## config.mk

```make
export PLATFORM = sky130hd
export DESIGN_NAME = cdb_arbiter
export DESIGN_NICKNAME = d
export VERILOG_FILES = /design/src/rtl/cdb_arbiter_pkg.sv /design/src/rtl/cdb_arbiter_result_fifo.sv /design/src/rtl/cdb_arbiter.sv
export SDC_FILE = /design/constraint.sdc
export NUM_CORES = 1
export LEC_CHECK = 0
export CAP_MARGIN = 20
export CORE_MARGIN = 5
export CORE_UTILIZATION = 55
export DETAILED_ROUTE_END_ITERATION = 16
export PLACE_DENSITY_LB_ADDON = 0.05
export SLEW_MARGIN = 20
export SYNTH_ARGS = -nofsm -noshare
export SYNTH_HDL_FRONTEND = slang
export SYNTH_SLANG_ARGS = --single-unit
```

## constraint.sdc

```tcl
create_clock -name clk -period 8.32 [get_ports clk]
set_clock_uncertainty 0.1 [all_clocks]
set_input_delay 1.664 -clock clk [delete_from_list [all_inputs] [get_ports clk]]
set_output_delay 1.664 -clock clk [all_outputs]
set_load 0.01 [all_outputs]
```

## src/rtl/cdb_arbiter_pkg.sv

```systemverilog
// Constants shared by the RS, LSB, ROB and CDB arbiter: widths, the tag-0
// "no dependency" encoding, result-producer indices and the round-robin helper.
package cdb_arbiter_pkg;

   localparam int CDB_TAG_W  = 4;
   localparam int CDB_DATA_W = 32;
   localparam int IDX_W      = 2;
   localparam int TAG_NONE   = 0;

   typedef enum logic [IDX_W-1:0] {
      SRC_ALU = 2'd0,
      SRC_LSB = 2'd1,
      SRC_BRU = 2'd2
   } src_id_e;

   localparam int NUM_SRC_DEF = int'(SRC_BRU) + 1;

   // Source visited at step 'offset' of a round-robin scan that starts at 'base'.
   function automatic int rr_index(input int base, input int offset, input int n);
      return (base + offset) % n;
   endfunction

endpackage

```

## src/rtl/cdb_arbiter_result_fifo.sv

```systemverilog
// Per-source result holding buffer: DEPTH entries, push/pop/flush, occupancy count.
// A push into a full FIFO is dropped here; the caller never offers one.
module result_fifo #(
   parameter  int DEPTH = 2,
   parameter  int W     = 36,
   localparam int CNT_W = $clog2(DEPTH + 1)
) (
   input  logic             clk,
   input  logic             rst,
   input  logic             flush,
   input  logic             push,
   input  logic             pop,
   input  logic [W-1:0]     din,
   output logic [W-1:0]     dout,
   output logic [CNT_W-1:0] count,
   output logic             empty
);
   localparam int PTR_W = (DEPTH > 1) ? $clog2(DEPTH) : 1;

   logic [W-1:0]     mem_q [DEPTH];
   logic [W-1:0]     mem_d [DEPTH];
   logic [PTR_W-1:0] wr_ptr_q, wr_ptr_d, rd_ptr_q, rd_ptr_d;
   logic [CNT_W-1:0] count_q, count_d;
   logic             do_push, do_pop;

   function automatic logic [PTR_W-1:0] next_ptr(input logic [PTR_W-1:0] p);
      return (p == PTR_W'(DEPTH - 1)) ? '0 : p + PTR_W'(1);
   endfunction

   assign do_push = push && (count_q != CNT_W'(DEPTH));
   assign do_pop  = pop && (count_q != '0);

   always_comb begin
      mem_d    = mem_q;
      wr_ptr_d = wr_ptr_q;
      rd_ptr_d = rd_ptr_q;
      count_d  = count_q;
      if (flush) begin
         wr_ptr_d = '0;
         rd_ptr_d = '0;
         count_d  = '0;
      end else begin
         if (do_push) begin
            mem_d[wr_ptr_q] = din;
            wr_ptr_d        = next_ptr(wr_ptr_q);
         end
         if (do_pop) rd_ptr_d = next_ptr(rd_ptr_q);
         case ({do_push, do_pop})
            2'b10:   count_d = count_q + CNT_W'(1);
            2'b01:   count_d = count_q - CNT_W'(1);
            default: count_d = count_q;
         endcase
      end
   end

   // NOTE: storage is deliberately not reset; the cleared count and pointers
   // already mark every slot invalid, and a resettable RAM costs routing.
   always_ff @(posedge clk) begin
      mem_q <= mem_d;
   end

   always_ff @(posedge clk) begin
      if (rst) begin
         wr_ptr_q <= '0;
         rd_ptr_q <= '0;
         count_q  <= '0;
      end else begin
         wr_ptr_q <= wr_ptr_d;
         rd_ptr_q <= rd_ptr_d;
         count_q  <= count_d;
      end
   end

   assign dout  = mem_q[rd_ptr_q];
   assign count = count_q;
   assign empty = (count_q == '0);

endmodule

```

## src/rtl/cdb_arbiter.sv

```systemverilog
// Common data bus arbiter: buffers results from NUM_SRC producers and broadcasts
// at most one per cycle, chosen round-robin, on a registered CDB.
module cdb_arbiter
   import cdb_arbiter_pkg::*;
#(
   parameter int NUM_SRC = NUM_SRC_DEF,
   parameter int TAG_W   = CDB_TAG_W,
   parameter int DATA_W  = CDB_DATA_W,
   parameter int DEPTH   = 2
) (
   input  logic                      clk,
   input  logic                      rst,
   input  logic                      rdy,
   input  logic                      flush,
   input  logic [NUM_SRC-1:0]        src_valid,
   input  logic [NUM_SRC*TAG_W-1:0]  src_tag,
   input  logic [NUM_SRC*DATA_W-1:0] src_value,
   output logic [NUM_SRC-1:0]        src_ready,
   output logic                      cdb_valid,
   output logic [TAG_W-1:0]          cdb_tag,
   output logic [DATA_W-1:0]         cdb_value,
   output logic [IDX_W-1:0]          cdb_src
);
   localparam int ENTRY_W = TAG_W + DATA_W;
   localparam int CNT_W   = $clog2(DEPTH + 1);

   logic [NUM_SRC-1:0] fifo_push, fifo_pop, fifo_empty;
   logic [ENTRY_W-1:0] fifo_head  [NUM_SRC];
   logic [CNT_W-1:0]   fifo_count [NUM_SRC];

   logic               grant_any;
   int                 grant_k;
   logic [ENTRY_W-1:0] grant_entry;

   logic               cdb_valid_q, cdb_valid_d;
   logic [TAG_W-1:0]   cdb_tag_q, cdb_tag_d;
   logic [DATA_W-1:0]  cdb_value_q, cdb_value_d;
   logic [IDX_W-1:0]   cdb_src_q, cdb_src_d;
   logic [IDX_W-1:0]   rr_q, rr_d;

   for (genvar i = 0; i < NUM_SRC; i++) begin : g_src
      logic [TAG_W-1:0] tag_i;
      assign tag_i = src_tag[i*TAG_W +: TAG_W];

      // Ready looks only at occupancy, so a full FIFO refuses even while it drains.
      assign src_ready[i] = (fifo_count[i] < CNT_W'(DEPTH)) && rdy && !flush;
      assign fifo_push[i] = src_valid[i] && src_ready[i] && (tag_i != TAG_W'(TAG_NONE));

      result_fifo #(
         .DEPTH (DEPTH),
         .W     (ENTRY_W)
      ) u_fifo (
         .clk   (clk),
         .rst   (rst),
         .flush (flush),
         .push  (fifo_push[i]),
         .pop   (fifo_pop[i]),
         .din   ({tag_i, src_value[i*DATA_W +: DATA_W]}),
         .dout  (fifo_head[i]),
         .count (fifo_count[i]),
         .empty (fifo_empty[i])
      );
   end

   // NOTE: every signal gets a default before any branch, so no path leaves a
   // combinational output unassigned and no latch can be inferred.
   always_comb begin
      grant_any = 1'b0;
      grant_k   = 0;
      fifo_pop  = '0;
      if (rdy && !flush) begin
         for (int j = 0; j < NUM_SRC; j++) begin
            if (!grant_any && !fifo_empty[rr_index(int'(rr_q), j, NUM_SRC)]) begin
               grant_any = 1'b1;
               grant_k   = rr_index(int'(rr_q), j, NUM_SRC);
            end
         end
      end
      if (grant_any) fifo_pop[grant_k] = 1'b1;
      grant_entry = fifo_head[grant_k];
   end

   always_comb begin
      cdb_valid_d = grant_any;
      cdb_tag_d   = cdb_tag_q;
      cdb_value_d = cdb_value_q;
      cdb_src_d   = cdb_src_q;
      rr_d        = rr_q;
      if (grant_any) begin
         cdb_tag_d   = grant_entry[ENTRY_W-1 -: TAG_W];
         cdb_value_d = grant_entry[DATA_W-1:0];
         cdb_src_d   = IDX_W'(grant_k);
         rr_d        = IDX_W'(rr_index(grant_k, 1, NUM_SRC));
      end
   end

   // NOTE: state flops use non-blocking assignment so every flop samples the
   // pre-edge values regardless of statement order.
   always_ff @(posedge clk) begin
      if (rst) begin
         cdb_valid_q <= 1'b0;
         cdb_tag_q   <= '0;
         cdb_value_q <= '0;
         cdb_src_q   <= '0;
         rr_q        <= '0;
      end else begin
         cdb_valid_q <= cdb_valid_d;
         cdb_tag_q   <= cdb_tag_d;
         cdb_value_q <= cdb_value_d;
         cdb_src_q   <= cdb_src_d;
         rr_q        <= rr_d;
      end
   end

   assign cdb_valid = cdb_valid_q;
   assign cdb_tag   = cdb_tag_q;
   assign cdb_value = cdb_value_q;
   assign cdb_src   = cdb_src_q;

endmodule

```

* Word level (Yosys, flattened, before mapping) *
Index checks and enable logic that the tools add are counted.

word-level totals
  register bits after elaboration = 269
  bits in latches = 0
  memory bits (writable) = 0
  bits in read-only memories = 0
  input bits = 115
  output and inout bits = 42
  word-level logic and storage cells = 172
  memories kept = 0

operators by class
  $add $sub $neg = 15
  multipliers = 0
  div/mod/pow operators = 4
  $lt $le $gt $ge = 18
  equal/unequal tests = 9
  shift operators = 0
  mux-type cells = 52
  bitwise operators = 8
  reduce and logical (&&, ||, !) cells = 46

operators with widths
  kind                     count
  $mux W36                 14
  $bwmux W72               3
  $lt A32 B4 Y1 const B    4
  $mux W32                 4
  $demux W36 S1            3
  $mod A32 B3 Y32 const B  3
  $bmux W36 S2             1
  $add A32 B2 Y32 const B  1
  $ge A32 B1 Y1 const B    1
  $ge A32 B3 Y1 const B    1
  $mod A3 B3 Y32 const B   1
  $not A32 Y32             1
  $logic_and A1 B1 Y1      25
  $mux W1                  19
  $ge A2 B2 Y1 const B     6
  $not A1 Y2               6
  $pmux W2 S2              3
  $reduce_bool A2 Y1       6
  $reduce_bool A4 Y1       3
  $add A1 B1 Y1 const B    6
  $add A2 B1 Y2 const B    3
  $bmux W1 S2              3
  $eq A2 B1 Y1 const B     3
  $eq A2 B2 Y1 const B     3
  other kinds (13)         29

* Logic depth before layout (Yosys ltp) *
Gate-level depths: netlist of run 1.

  depth in word-level cells = 22
  mapped depth = 37
  depth with buffers taken out = 31

* By module *
From an unflattened synthesis of run 1, not the netlist that was laid out.

unflattened totals
  cell total of the unflattened synthesis = 911
  area total of the unflattened synthesis = 12314.3 um2

by module, submodules not included
  module       times used  cells each  area each (um2)
  result_fifo  3           136         2792.7
  cdb_arbiter  1           503         3936.3

* Worst setup path after synthesis of run 1 *
Ideal clock, no wire load.

  path type = input-to-reg
  start point = in rdy
  end point = reg rr_q[0]
  arrival = 7.110 ns
  slack = 1.018 ns
  stages on the path = 30
  path buffers = 5
  cell sequence = nor2b_1 o311ai_2 inv_2 buf_2 buf_1 ha_1 clkbuf_1 inv_1 and3_1 mux2_2 o211ai_1 and4_1 buf_2 buf_1 nand3_1 o21ai_0 ha_1 inv_1 or4_1 a21oi_1 a221oi_2 a21oi_2 a21oi_1 nand2b_1 ha_1 inv_1 o311ai_1 a211o_1 o311a_1 nor4_1

RTL lines
  item                    RTL line            source
  start: declaration      cdb_arbiter.sv:13   input logic rdy,
  end signal: assignment  cdb_arbiter.sv:111  rr_q <= rr_d;
  end: declaration        cdb_arbiter.sv:39   logic [IDX_W-1:0] rr_q, rr_d;

==> results of run 1 <==
stage by stage:
stage | utilization [%] | cells | hold slack (ns) | area [um^2]
6_report | 68.3 | 1401 | 0.385 | 14800
5_1_grt | 68.3 | 1401 | 0.411 | 14800
4_1_cts | 68.3 | 1401 | 0.383 | 14800
3_5_place_dp | 63.8 | 1349 | 0.373 | 13800
3_3_place_gp | 63.8 | 1349 | 0.371 | 13800
2_1_floorplan | - | 956 | 0.389 | 12000
metal layers:
metal	up-vias	GRT usage, %	part of all wire [%]
met1	3850	30.1	43
li1	3902	-	-
met4	4	6.02	2.7
met3	55	3.74	5.3
met2	250	37.2	49
met5	-	0	0.092
layout by cell type (no fill, tap or decap), drive strengths merged, types with 20 or more instances in the layout:
cell,instances
a21oi,94
ha,20
nand2,26
a211oi,76
edfxtp,216
dfxtp,53
mux2i,76
clkdlybuf4s50,155
buf,21
nor2b,40
nor2,113
clkbuf,36
area by class of cell:
class                           count  area [um^2]
Clock buffer                       36          771
Fill cell                        1630         6850
Timing Repair Buffer              176         1710
Tap cell                          280          350
Clock inverter                     16          208
Multi-Input combinational cell    605         4100
Inverter                           19         83.8
Sequential cell                   269         7550
worst paths after layout:
check / startpoint / to / slack, ns / cells past startpoint
hold reg to reg: cdb_src[1]$_SDFFE_PP0P_ / cdb_src[1]$_SDFFE_PP0P_ / 0.38 / 2
hold / removal: cdb_src[1]$_SDFFE_PP0P_ / cdb_src[1]$_SDFFE_PP0P_ / 0.38 / 2
setup reg to reg: rr_q[1]$_SDFFE_PP0P_ / rr_q[0]$_SDFFE_PP0P_ / 0.92 / 31
setup / recovery: flush / rr_q[0]$_SDFFE_PP0P_ / 0.90 / 28
power breakdown:
group | leakage [uW] | internal (uW) | total (uW) | switching, uW
sequential | 0.00239 | 1480 | 1500 | 12.1
combinational | 0.00197 | 114 | 234 | 120
clock | 0.000479 | 781 | 1280 | 504
worst max-delay path, delay by kind of cell:
family	cells	cell delay (ns)
buf+inv	5	0.90
fa+ha+maj	3	0.81
compound gates	11	2.20
mux	1	0.19
simple gates	8	2.00
registers in the layout, summed over array words and instances (netlist names):
| name | count |
|---|---|
| cdb_src | 2 |
| cdb_tag | 4 |
| cdb_value | 32 |
| cdb_valid | 1 |
| g_src.u_fifo.count | 6 |
| g_src.u_fifo.rd_ptr_q | 3 |
| g_src.u_fifo.wr_ptr_q | 3 |
| rr_q | 2 |
| g_src.u_fifo.mem_q | 216 |
cells by family after synthesis:
| group | count (synthesis) |
|---|---|
| muxes | 77 |
| buffers and inverters | 82 |
| adders and majority gates | 20 |
| and+or+nand+nor | 253 |
| xor gates and xnor gates | 18 |
| AOI/OAI and AO/OA | 237 |
| DFF | 269 |
==> metrics.txt, run 1 <==
post-synthesis xor/xnor area fraction around 1.3%; number of nets in the layout between 1k and 1.5k; cell type with the largest total area after synthesis sky130_fd_sc_hd__edfxtp_1; setup TNS 0 ns; register area share after synthesis a little over three fifths; combined area of all synthesized cells around 0.012 mm^2; Final WS setup roughly 0.9 ns; Synth-to-Final Area Change 23.6%; Iteration-0 DRC Markers between 400 and 500; Tot Pwr ~3000 uW; post-route antenna net violation count 0; root buffer selected by CTS sky130_fd_sc_hd__clkbuf_16; flops & latches, synth between 200 and 300; Power Dens Cells around 200 mW/mm^2; outcome complete, no violations; most used cell, CP sky130_fd_sc_hd__ha_1; leakage power total between 0.004 and 0.005 uW; pin count of the biggest net entering global routing 81; core area approximately 0.022 mm^2; Setup crit end kind flip-flop; critical setup path kind in2reg; GR Overflow Total 0; share of synthesized area spent on multiplexers 6.46%; number of warnings reported in the yosys synthesis log 0; clock slew at the register clock pins of the worst setup and hold paths 0.06 ns; CTS tree yes; H-tree levels 1; total die area 0.0248 mm^2; I/O Pins 157; post-DR vias/cell approximately 5.8; crit path time final between 7 and 8 ns; Chip Height ~160 um; via count of the routed design 8061; Max Freq 135 MHz; number of buffers created by CTS 28; post-synthesis cell type count 74; half-perimeter wire length after detailed placement about 18000 um; aggregate global-route resource usage approximately 22%; post-cts repair resize count 0; fraction of synthesis flops using an asynchronous set or reset pin 0%; Synth Area in Compound Gates a little over an eighth; first-pass GRT wire length approximately 43000 um; per-instance average area after synthesis ~13 um^2; max_slew headroom between 40% and 50%; site row count between 50 and 60; Final Hold Vio Count 0; total DRC errors in the routed layout 0; CP peak stage delay ~0.57 ns; Port Buf Inserts 156; dominant combinational cell family by area after synthesis compound AO/OA/AOI/OAI gates; buffers inserted by post-CTS timing repair 0; fraction of the mapped netlist area in adder cells between 2 and 2.5%; worst-skew pair later-pin latency about 0.54 ns; Worst EP required between 8 and 9 ns; most frequent cells after synthesis 216 x sky130_fd_sc_hd__edfxtp_1, 112 x sky130_fd_sc_hd__nor2_1, 93 x sky130_fd_sc_hd__a21oi_1; Sinks on Clock Net approximately 270; first-pass iteration count of the detailed router 5; number of violations of the max-capacitance limit 0; final wirelength 27300 um; Syn Inst Count about 960; maximum clock insertion buffer count 3; cell types with the largest area share after synthesis sky130_fd_sc_hd__edfxtp_1 54%, sky130_fd_sc_hd__dfxtp_1 8.9%, sky130_fd_sc_hd__mux2i_1 6.4%; number of synthesized flops with an enable pin around 220; fin crit share about 89%; worst slack after detailed placement a little over 0.4 ns; Worst setup SP type input pin; dominant register cell in the synthesized netlist sky130_fd_sc_hd__edfxtp_1; Slew @ Worst Pin 0.891 ns; slowest CP cell sky130_fd_sc_hd__or3_2; basic-gate share of the synthesized area counting and, or, nand and nor cells between 10% and 20%; final estimated routing congestion in global placement between 0.8 and 0.9; fraction of final layout cells with drive strength greater than 1 roughly 8.5%; setup repair after global routing missed its margin no; Final Max Slew Viols 0; area share of the largest cell type after synthesis ~54%; final setup fails 0; initial antenna violation count 2; most used standard cell by instance count after synthesis sky130_fd_sc_hd__edfxtp_1; worst-path fanout max 9; diodes inserted 0; detail-routed net length per standard cell 19.5 um; vias in the first global route 8027; total of hold buffers inserted after clock tree synthesis 0; effective utilization at floorplan 55.3%; arrival time at the worst endpoint approximately 7.8 ns; hold crit path type reg2reg; peak ir drop on the vdd network ~0.0002 V; total nets after synthesis about 1.1k; die boundary width roughly 160 um
No activity file was read; power rests on OpenSTA's default activity.
==> inputs of run 2 (changes only) <==
Settings changed: PLACE_DENSITY from default to 0.81, PLACE_DENSITY_LB_ADDON 0.05 to default.
==> metrics.txt, run 2 (same netlist as run 1, synthesis figures left out) <==
outcome complete, no violations (unchanged); GR Overflow Total 0 (unchanged); top library cells by usage in the layout, fill and taps aside 216 x sky130_fd_sc_hd__edfxtp_1, 156 x sky130_fd_sc_hd__clkdlybuf4s50_1, 106 x sky130_fd_sc_hd__nor2_1, 92 x sky130_fd_sc_hd__a21oi_1 (was 216 x sky130_fd_sc_hd__edfxtp_1, 155 x sky130_fd_sc_hd__clkdlybuf4s50_1, 106 x sky130_fd_sc_hd__nor2_1, 92 x sky130_fd_sc_hd__a21oi_1); initial antenna violation count 3 (was 2); startpoint of the lowest-slack register-to-register path rr_q[1]$_SDFFE_PP0P_ (unchanged); minimum setup slack among reg-to-reg paths 0.92 ns (about the same); half-perimeter wire length after detailed placement 19500 um (was 17600 um); vias in the first global route 8089 (was 8027); grt peak-use layer met2 (unchanged); die boundary width 157 um (unchanged); Power Dens Cells 197 mW/mm^2 (was 204 mW/mm^2); most used cell, CP sky130_fd_sc_hd__ha_1 (unchanged); fin crit share 88.9% (was 89.2%); root buffer selected by CTS sky130_fd_sc_hd__clkbuf_16 (unchanged); slowest CP cell sky130_fd_sc_hd__ha_1 (was sky130_fd_sc_hd__or3_2); arrival time at the worst endpoint 7.72 ns (was 7.77 ns); launch point of the worst path rr_q[1]$_SDFFE_PP0P_ (was flush); hold crit path type reg2reg (unchanged); filler cell count in the final layout 1550 (was 1630); aggregate global-route resource usage 23.2% (was 22.1%); total die area 0.0248 mm^2 (unchanged); Sinks on Clock Net 269 (unchanged); detail-routed net length per standard cell 21.0 um (was 19.5 um); leakage power total 0.00478 uW (was 0.00484 uW); sequential cell area 0.00755 mm^2 (unchanged); final estimated routing congestion in global placement 0.895 (was 0.872); CTS tree yes (unchanged); post-route antenna net violation count 0 (unchanged); via count of the routed design 8182 (was 8061); Worst setup endpoint rr_q[0]$_SDFFE_PP0P_ (unchanged); Max Freq 135 MHz (about the same); I/O Pins 157 (unchanged); fraction of final layout cells with drive strength greater than 1 7.79% (was 8.47%); global routing met2 resource utilization 41.2% (was 37.2%); R2R depth 31 (unchanged); Final Hold Vio Count 0 (unchanged); number of nets in the layout 1233 (was 1234); worst-path fanout max 15 (was 9); Worst EP required 8.64 ns (was 8.66 ns); Tot Pwr 2890 uW (was 3010 uW); DP Cell Count 1347 (was 1349); Setup crit end kind flip-flop (unchanged); Iteration-0 DRC Markers 454 (was 489); register bank with the most flops g_src.u_fifo.mem_q (unchanged); endpoint of the most critical register-to-register path rr_q[0]$_SDFFE_PP0P_ (unchanged); final setup fails 0 (unchanged); met1 Resource Use GR 27.8% (was 30.1%); H-tree levels 1 (unchanged); diodes inserted 0 (unchanged); site row count 54 (unchanged); buffers inserted by post-CTS timing repair 0 (unchanged); Slew @ Worst Pin 0.840 ns (was 0.891 ns); number of violations of the max-capacitance limit 0 (unchanged); GR Layer Usage met3 4.73% (was 3.74%); post-DR vias/cell 5.86 (was 5.75); setup repair after global routing missed its margin no (unchanged); setup TNS 0 ns (unchanged); first-pass iteration count of the detailed router 5 (unchanged); leading cell type in the layout, fill and taps excluded sky130_fd_sc_hd__edfxtp_1 (unchanged); post-cts repair resize count 0 (unchanged); final wirelength 29300 um (was 27300 um); Chip Height 157 um (unchanged); number of flip-flops under the largest register name 216 (unchanged); total DRC errors in the routed layout 0 (unchanged); worst-skew pair later-pin latency 0.52 ns (was 0.54 ns); final instance count without filler cells 1397 (was 1401); total of hold buffers inserted after clock tree synthesis 0 (unchanged); CP peak stage delay 0.64 ns (was 0.57 ns); maximum clock insertion buffer count 3 (unchanged); number of buffers created by CTS 27 (was 28); max_slew headroom 44.0% (was 40.6%); Worst setup SP type flip-flop (was input pin); clock slew at the register clock pins of the worst setup and hold paths 0.06 ns (about the same); first-pass GRT wire length 44100 um (was 43200 um); effective utilization at floorplan 55.3% (unchanged); Final Max Slew Viols 0 (unchanged); critical setup path kind reg2reg (was in2reg); Port Buf Inserts 156 (unchanged); peak ir drop on the vdd network 0.000156 V (was 0.000199 V); Synth-to-Final Area Change 22.8% (was 23.6%); crit path time final 7.40 ns (was 7.42 ns); core area 0.0216 mm^2 (unchanged); combined area of the multi-input logic cells 0.00410 mm^2 (about the same); pin count of the biggest net entering global routing 81 (unchanged)
==> run 2: stage by stage <==
step           area [um^2]  utilization, %  worst slack [ns]  hold slack, ns
2_1_floorplan        12000               -              1.02           0.389
3_3_place_gp         13800            63.7             0.617           0.374
3_5_place_dp         13800            63.7             0.556           0.386
4_1_cts              14600            67.7              1.05           0.396
5_1_grt              14700            67.9             0.360           0.413
6_report             14700            67.9             0.922           0.390
==> run 2: worst min-delay path by stage <==
stage / startpoint / endpoint / cells past startpoint
floorplan: g_src[0].u_fifo.count[1]$_SDFFE_PP0P_ / g_src[0].u_fifo.count[1]$_SDFFE_PP0P_ / 2
global placement: cdb_src[1]$_SDFFE_PP0P_ / cdb_src[1]$_SDFFE_PP0P_ / 2
detailed placement: cdb_src[0]$_SDFFE_PP0P_ / cdb_src[0]$_SDFFE_PP0P_ / 2
CTS: cdb_src[0]$_SDFFE_PP0P_ / cdb_src[0]$_SDFFE_PP0P_ / 2
global route: cdb_src[0]$_SDFFE_PP0P_ / cdb_src[0]$_SDFFE_PP0P_ / 2
finish: cdb_src[0]$_SDFFE_PP0P_ / cdb_src[0]$_SDFFE_PP0P_ / 2
==> run 2: metal layers <==
layer / routed length [um] / share of wire, %
met5: 28 / 0.095
met4: 1200 / 4.1
met3: 1890 / 6.5
met2: 14900 / 51
met1: 11300 / 38
==> run 2: final cells by class <==
class / count / share of cell area [%]
Clock buffer: 35 / 5.01
Multi-Input combinational cell: 605 / 27.9
Timing Repair Buffer: 176 / 11.9
Inverter: 19 / 0.571
Clock inverter: 13 / 0.793
Sequential cell: 269 / 51.4
Tap cell: 280 / 2.39
==> run 2: power by group <==
part           internal [uW]  leakage, uW  switching (uW)
Combinational            115      0.00197             129
Sequential              1480      0.00239            12.6
Clock                    682     0.000419             470
==> run 2: critical path, delay by kind of cell (launching register included) <==
kind / cells / cell delay, ns
muxes: 1 / 0.22
adders and majority gates: 4 / 1.43
DFF: 1 / 0.52
and+or+nand+nor: 7 / 1.70
buffers and inverters: 5 / 0.63
AOI/OAI and AO/OA: 14 / 2.68
